--- src/rtl/vga_sprite_renderer.sv ---
// Composites one SPR_W x SPR_H sprite from an external synchronous ROM over a
// solid background, keeping colour and sync aligned two cycles behind the scan.
module vga_sprite_renderer #(
    parameter int          COORD_W  = 10,
    parameter int          SPR_W    = 32,
    parameter int          SPR_H    = 32,
    parameter int          H_OFFSET = 142,
    parameter int          V_OFFSET = 32,
    parameter logic [11:0] BG_COLOR = 12'h000
) (
    input  logic               CLK,
    input  logic               RST,
    input  logic [COORD_W-1:0] X,
    input  logic [COORD_W-1:0] Y,
    input  logic               VALID,
    input  logic               H_SYNC_IN,
    input  logic               V_SYNC_IN,
    input  logic [COORD_W-1:0] POS_X,
    input  logic [COORD_W-1:0] POS_Y,
    input  logic               POS_REQ,
    output logic               POS_ACK,
    output logic [9:0]         ROM_ADDR,
    input  logic [12:0]        ROM_DATA,
    output logic [3:0]         R,
    output logic [3:0]         G,
    output logic [3:0]         B,
    output logic               H_SYNC,
    output logic               V_SYNC,
    output logic               FRAME_TICK
);

    localparam int CW     = COORD_W + 1;
    localparam int ADDR_W = 10;
    localparam int XB     = $clog2(SPR_W);
    localparam int YB     = ADDR_W - XB;

    logic [COORD_W-1:0] sx, sy;
    logic [CW-1:0]      px, py, sx_ext, sy_ext, dx, dy;
    logic               hit, at_commit;

    // Extra top bit keeps left/top-of-screen underflow and far-right positions
    // from aliasing into the sprite window.
    assign px        = {1'b0, X} - CW'(H_OFFSET);
    assign py        = {1'b0, Y} - CW'(V_OFFSET);
    assign sx_ext    = {1'b0, sx};
    assign sy_ext    = {1'b0, sy};
    assign dx        = px - sx_ext;
    assign dy        = py - sy_ext;
    assign hit       = VALID && (px >= sx_ext) && (dx < CW'(SPR_W))
                             && (py >= sy_ext) && (dy < CW'(SPR_H));
    assign at_commit = (X == '0) && (Y == '0);

    // POS_REQ is a level request with POS_X/POS_Y held stable alongside it.
    // It is looked at only in the commit cycle (X==0, Y==0): there the position
    // is latched and POS_ACK pulses for one cycle; otherwise it is ignored, and
    // a request still high at the next commit is taken (and acked) again.
    always_ff @(posedge CLK) begin
        if (RST) begin
            sx         <= COORD_W'(640);
            sy         <= COORD_W'(480);
            POS_ACK    <= 1'b0;
            FRAME_TICK <= 1'b0;
        end else begin
            FRAME_TICK <= at_commit;
            POS_ACK    <= at_commit && POS_REQ;
            if (at_commit && POS_REQ) begin
                sx <= POS_X;
                sy <= POS_Y;
            end
        end
    end

    // Stage 1 issues the ROM address; stage 2 waits out the ROM read so the
    // hit/valid/sync copies line up with ROM_DATA at the output register.
    logic s1_hit, s1_valid, s1_hs, s1_vs;
    logic s2_hit, s2_valid, s2_hs, s2_vs;

    always_ff @(posedge CLK) begin
        if (RST) begin
            ROM_ADDR <= '0;
            s1_hit   <= 1'b0;
            s1_valid <= 1'b0;
            s1_hs    <= 1'b1;
            s1_vs    <= 1'b1;
            s2_hit   <= 1'b0;
            s2_valid <= 1'b0;
            s2_hs    <= 1'b1;
            s2_vs    <= 1'b1;
        end else begin
            if (hit) begin
                ROM_ADDR <= {dy[YB-1:0], dx[XB-1:0]};
            end
            s1_hit   <= hit;
            s1_valid <= VALID;
            s1_hs    <= H_SYNC_IN;
            s1_vs    <= V_SYNC_IN;
            s2_hit   <= s1_hit;
            s2_valid <= s1_valid;
            s2_hs    <= s1_hs;
            s2_vs    <= s1_vs;
        end
    end

    logic [11:0] rgb_q;

    always_ff @(posedge CLK) begin
        if (RST) begin
            rgb_q  <= '0;
            H_SYNC <= 1'b1;
            V_SYNC <= 1'b1;
        end else begin
            if (!s2_valid) begin
                rgb_q <= '0;
            end else if (s2_hit && ROM_DATA[12]) begin
                rgb_q <= ROM_DATA[11:0];
            end else begin
                rgb_q <= BG_COLOR;
            end
            H_SYNC <= s2_hs;
            V_SYNC <= s2_vs;
        end
    end

    assign R = rgb_q[11:8];
    assign G = rgb_q[7:4];
    assign B = rgb_q[3:0];

endmodule

--- config.mk ---
export PLATFORM = sky130hd
export DESIGN_NAME = vga_sprite_renderer
export DESIGN_NICKNAME = d
export VERILOG_FILES = /design/src/rtl/vga_sprite_renderer.sv
export SDC_FILE = /design/constraint.sdc
export NUM_CORES = 1
export LEC_CHECK = 0
export ABC_AREA = 1
export CORE_ASPECT_RATIO = 0.6
export CORE_MARGIN = 2
export CORE_UTILIZATION = 40
export DETAILED_ROUTE_END_ITERATION = 16
export PLACE_DENSITY = 0.68
export SLEW_MARGIN = 20
export SYNTH_ARGS = -nofsm -noshare
export SYNTH_HDL_FRONTEND = slang
export SYNTH_SLANG_ARGS = --single-unit
--- constraint.sdc ---
create_clock -name CLK -period 3.95 [get_ports CLK]
set_clock_uncertainty 0.2 [all_clocks]
set_input_delay 0.79 -clock CLK [delete_from_list [all_inputs] [get_ports CLK]]
set_output_delay 0.79 -clock CLK [all_outputs]
set_load 0.1 [all_outputs]
==> results.sh <==
export IMPL_fin_cells=679
export IMPL_ctsLongestPathBuffers=2
export IMPL_yosys_cell_types_count=33
export IMPL_die_y_um=73.60
export IMPL_path_buf_inv=4
export IMPL_cts_resized=0
export IMPL_cts_root_buf="clkbuf_16"
export IMPL_core_area_um2=7851
export IMPL_wl_um=8764
export IMPL_reg2reg_slack_ns=1.43
export IMPL_max_freq_mhz=280.6
export IMPL_p_switching_w=0.0003657
export IMPL_cap_violations=0
export IMPL_yosys_top_cells_area="dfxtp_1 33%, nand2_1 14%, inv_1 11%, ha_1 8.5%, nor2_1 7.2%"
export IMPL_ys_ff_latch=54
export IMPL_cts_hold_buf=0
export IMPL_yosysWarnings=0
export IMPL_pwr_share_comb_pct=20.3
export IMPL_cp_end_kind="flip-flop"
export IMPL_drt_pass1_iterations=4
export IMPL_route_vias_total=3084
export IMPL_p_per_area_nw_per_um2=294.1
export IMPL_route_detailed_drc=0
export IMPL_setup_violations=0
export IMPL_htreeDepth=2
export IMPL_period_minus_slack_ns=3.564
export IMPL_hpwl_um=6980
export IMPL_yosysTopAreaCell="dfxtp_1"
export IMPL_crit_top_cell="nand2_1"
export IMPL_n_fill_cell=771
export IMPL_swShare_pct=28.63
export IMPL_netlist_area_um2=3229
export IMPL_tritoncts="built"
export IMPL_cp_top_family="simple AND/OR/NAND/NOR gates"
export IMPL_synth_async_reset_ratio_pct=0
export IMPL_seq_power_share_pct=42.9
export IMPL_slew_headroom_pct=32.19
export IMPL_status="finished, final reports clean"
export IMPL_die_w_um=120
export IMPL_seq_area_um2=1081
export IMPL_worst_slew_pin_slew_ns=1.014
export IMPL_cts_setup_buffers=0
export IMPL_synthCells=486
export IMPL_clk_pin_slew_worst_paths_ns=0.08
export IMPL_drv_slew=0
export IMPL_gp_congestion=0.8897
export IMPL_clock_power_share_pct=36.9
export IMPL_dpl_instance_area_um2=4190
export IMPL_yosysSeqAreaShare_pct=33.48
export IMPL_synth_commonest_cells="121 x nand2_1, 97 x inv_1, 62 x nor2_1"
export IMPL_synth_enable_flop_cells=0
export IMPL_nNetsFinal=653
export IMPL_clk_latency_ns=0.30
export IMPL_period_share_pct=90.22
export IMPL_drive_gt1_share_pct=5.429
export IMPL_grt_setup_unrepaired="no"
export IMPL_synth_most_common_cell="nand2_1"
export IMPL_clock_sinks=54
export IMPL_grt_pass1_wl_um=14460
export IMPL_synth_area_per_cell_um2=6.645
export IMPL_grt_use_total_pct=21.21
export IMPL_slowest_delay_ns=0.46
export IMPL_fin_setup_tns_ns=0
export IMPL_placementRows=25
export IMPL_grt_overflow=0
export IMPL_grt_pass1_vias=2907
export IMPL_cp_start_kind="input pin"
export IMPL_wl_per_cell_um=12.91
export IMPL_fp_dieArea_um2=8832
export IMPL_stdcell_area_um2=4344
export IMPL_yosysTopAreaCellShare_pct=33.48
export IMPL_grt_max_degree=31
export IMPL_port_buffers=84
export IMPL_antenna_found_initial=0
export IMPL_pin_count=85
export IMPL_first_iter_violations=165
export IMPL_area_growth_synth_to_final_pct=34.52
export IMPL_peakVddDrop_uv=168.0
export IMPL_cp_data_arrival_time_ns=3.56
export IMPL_antennaDiodeCount=0
export IMPL_viasPerCell=4.542
export IMPL_hp_class="reg -> reg"
export IMPL_multi_input_area_um2=1723
export IMPL_numCtsBuffers=5
export IMPL_synth_main_ff_cell="dfxtp_1"
export IMPL_p_leak_nw=2.149
export IMPL_dp_cells=671
export IMPL_synthesis_nets=569
export IMPL_crit_type="in -> reg"
export IMPL_floorplan_initialDensity_pct=41.13
export IMPL_cp_max_fo=21
export IMPL_ant_nets=0
export IMPL_critical_path_slowest_cell="clkdlybuf4s50_1"
export IMPL_p_int_w=0.0009117
export IMPL_worstPathRequired_ns=3.95
export IMPL_hold_violations=0
export IMPL_cp_cell_sequence="clkdlybuf4s50_1 > ha_1 > nand2_1 > nand3_1 > xnor2_1 > inv_1 > ha_1 > nand2_1 > inv_1 > a21oi_1 > nand2_1 > nand2_1 > nand3_1 > nor2_1 > nand2_1 > nor2_2 > nand4_2 > buf_12 > nor2_1 > nor2_1"
==> worst min-delay path, cell delays in order, from the launching register on <==
cell and delay [ns]:
dfxtp_1 0.30, inv_1 0.04, nor2_1 0.03
==> layout make-up <==
cell class,count,share of cell area (%)
clock buffers,5,2.880
repair buffers,88,20.33
clock inverters,3,0.6624
multi-input cells,323,39.66
inverters,98,8.468
well taps,108,3.111
flip-flops and latches,54,24.88
==> final timing paths <==
kind                                    startpoint                  endpoint  cells after the start
worst max register to register  sy[0]$_SDFFE_PP0P_  ROM_ADDR[7]$_SDFFE_PP0P_                     17
worst max-delay path                          X[1]  ROM_ADDR[7]$_SDFFE_PP0P_                     20
worst min-delay path             s1_hit$_SDFF_PP0_         s2_hit$_SDFF_PP0_                      2
worst min register to register   s1_hit$_SDFF_PP0_         s2_hit$_SDFF_PP0_                      2
==> state kept, by name, indices dropped and copies added, names as in the netlist <==
signal and flops:
s2_valid 1, FRAME_TICK 1, s1_hit 1, s1_vs 1, V_SYNC 1, s1_hs 1, POS_ACK 1, sx 10
sy 10, s2_hit 1, H_SYNC 1, s2_hs 1, ROM_ADDR 10, s1_valid 1, s2_vs 1, rgb_q 12
==> per-stage QoR <==
stage	setup slack, ns	utilization, %	hold WS [ns]	total power [W]
4_1_cts	0.3616	55.33	0.2118	0.001286
3_5_place_dp	0.05020	53.37	0.1932	0.0008167
5_1_grt	0.06864	55.33	0.2275	0.001345
6_report	0.3865	55.33	0.2086	0.001277
3_3_place_gp	0.08708	53.37	0.1929	0.0008171
2_1_floorplan	0.8787	-	0.1883	0.0007153
==> metal layers <==
metal | up-vias | routed length (µm) | GRT usage [%]
li1 | 1647 | - | -
met2 | 67 | 3234 | 28.79
met3 | 7 | 423 | 4.348
met1 | 1363 | 5020 | 33.41
met4 | 0 | 86 | 5.098
met5 | - | 0 | 0
==> logic make-up (layout without fill, tap and decap cells) <==
logic type	after synthesis	after routing	share of synthesized area, %
adder cells (fa/ha/maj)	24	24	9.764
AND/OR/NAND/NOR	235	235	30.88
buffers and inverters	109	194	13.17
AO/OA/AOI/OAI	48	48	8.369
flip-flops	54	54	33.48
XOR/XNOR	16	16	4.339
==> power by group through the flow <==
| stage | Sequential (W) | Clock (W) | Combinational, W |
|---|---|---|---|
| after CTS | 0.000548 | 0.000481 | 0.000258 |
| after global routing | 0.000548 | 0.000505 | 0.000292 |
| after global placement | 0.000561 | 0 | 0.000257 |
| after detailed placement | 0.000561 | 0 | 0.000256 |
| final | 0.000548 | 0.000471 | 0.000259 |
| after floorplan | 0.000565 | 0 | 0.000151 |
==> cell usage in the layout (no fill, tap or decap), types with 3 or more instances in the layout <==
| cell | instances |
|---|---|
| buf_4 | 3 |
| nand2_1 | 121 |
| xnor2_1 | 6 |
| nor3_1 | 4 |
| or2_2 | 6 |
| xor2_1 | 10 |
| nor2_1 | 62 |
| clkbuf_16 | 5 |
| inv_1 | 97 |
| o21ai_0 | 14 |
| nand3_1 | 24 |
| nand4_1 | 3 |
| dfxtp_1 | 54 |
| o211ai_1 | 7 |
| nand2_2 | 3 |
| nor2_2 | 3 |
| ha_1 | 22 |
| clkdlybuf4s50_1 | 84 |
| a21oi_1 | 21 |
Note: power is estimated with default switching activity, not from simulation.
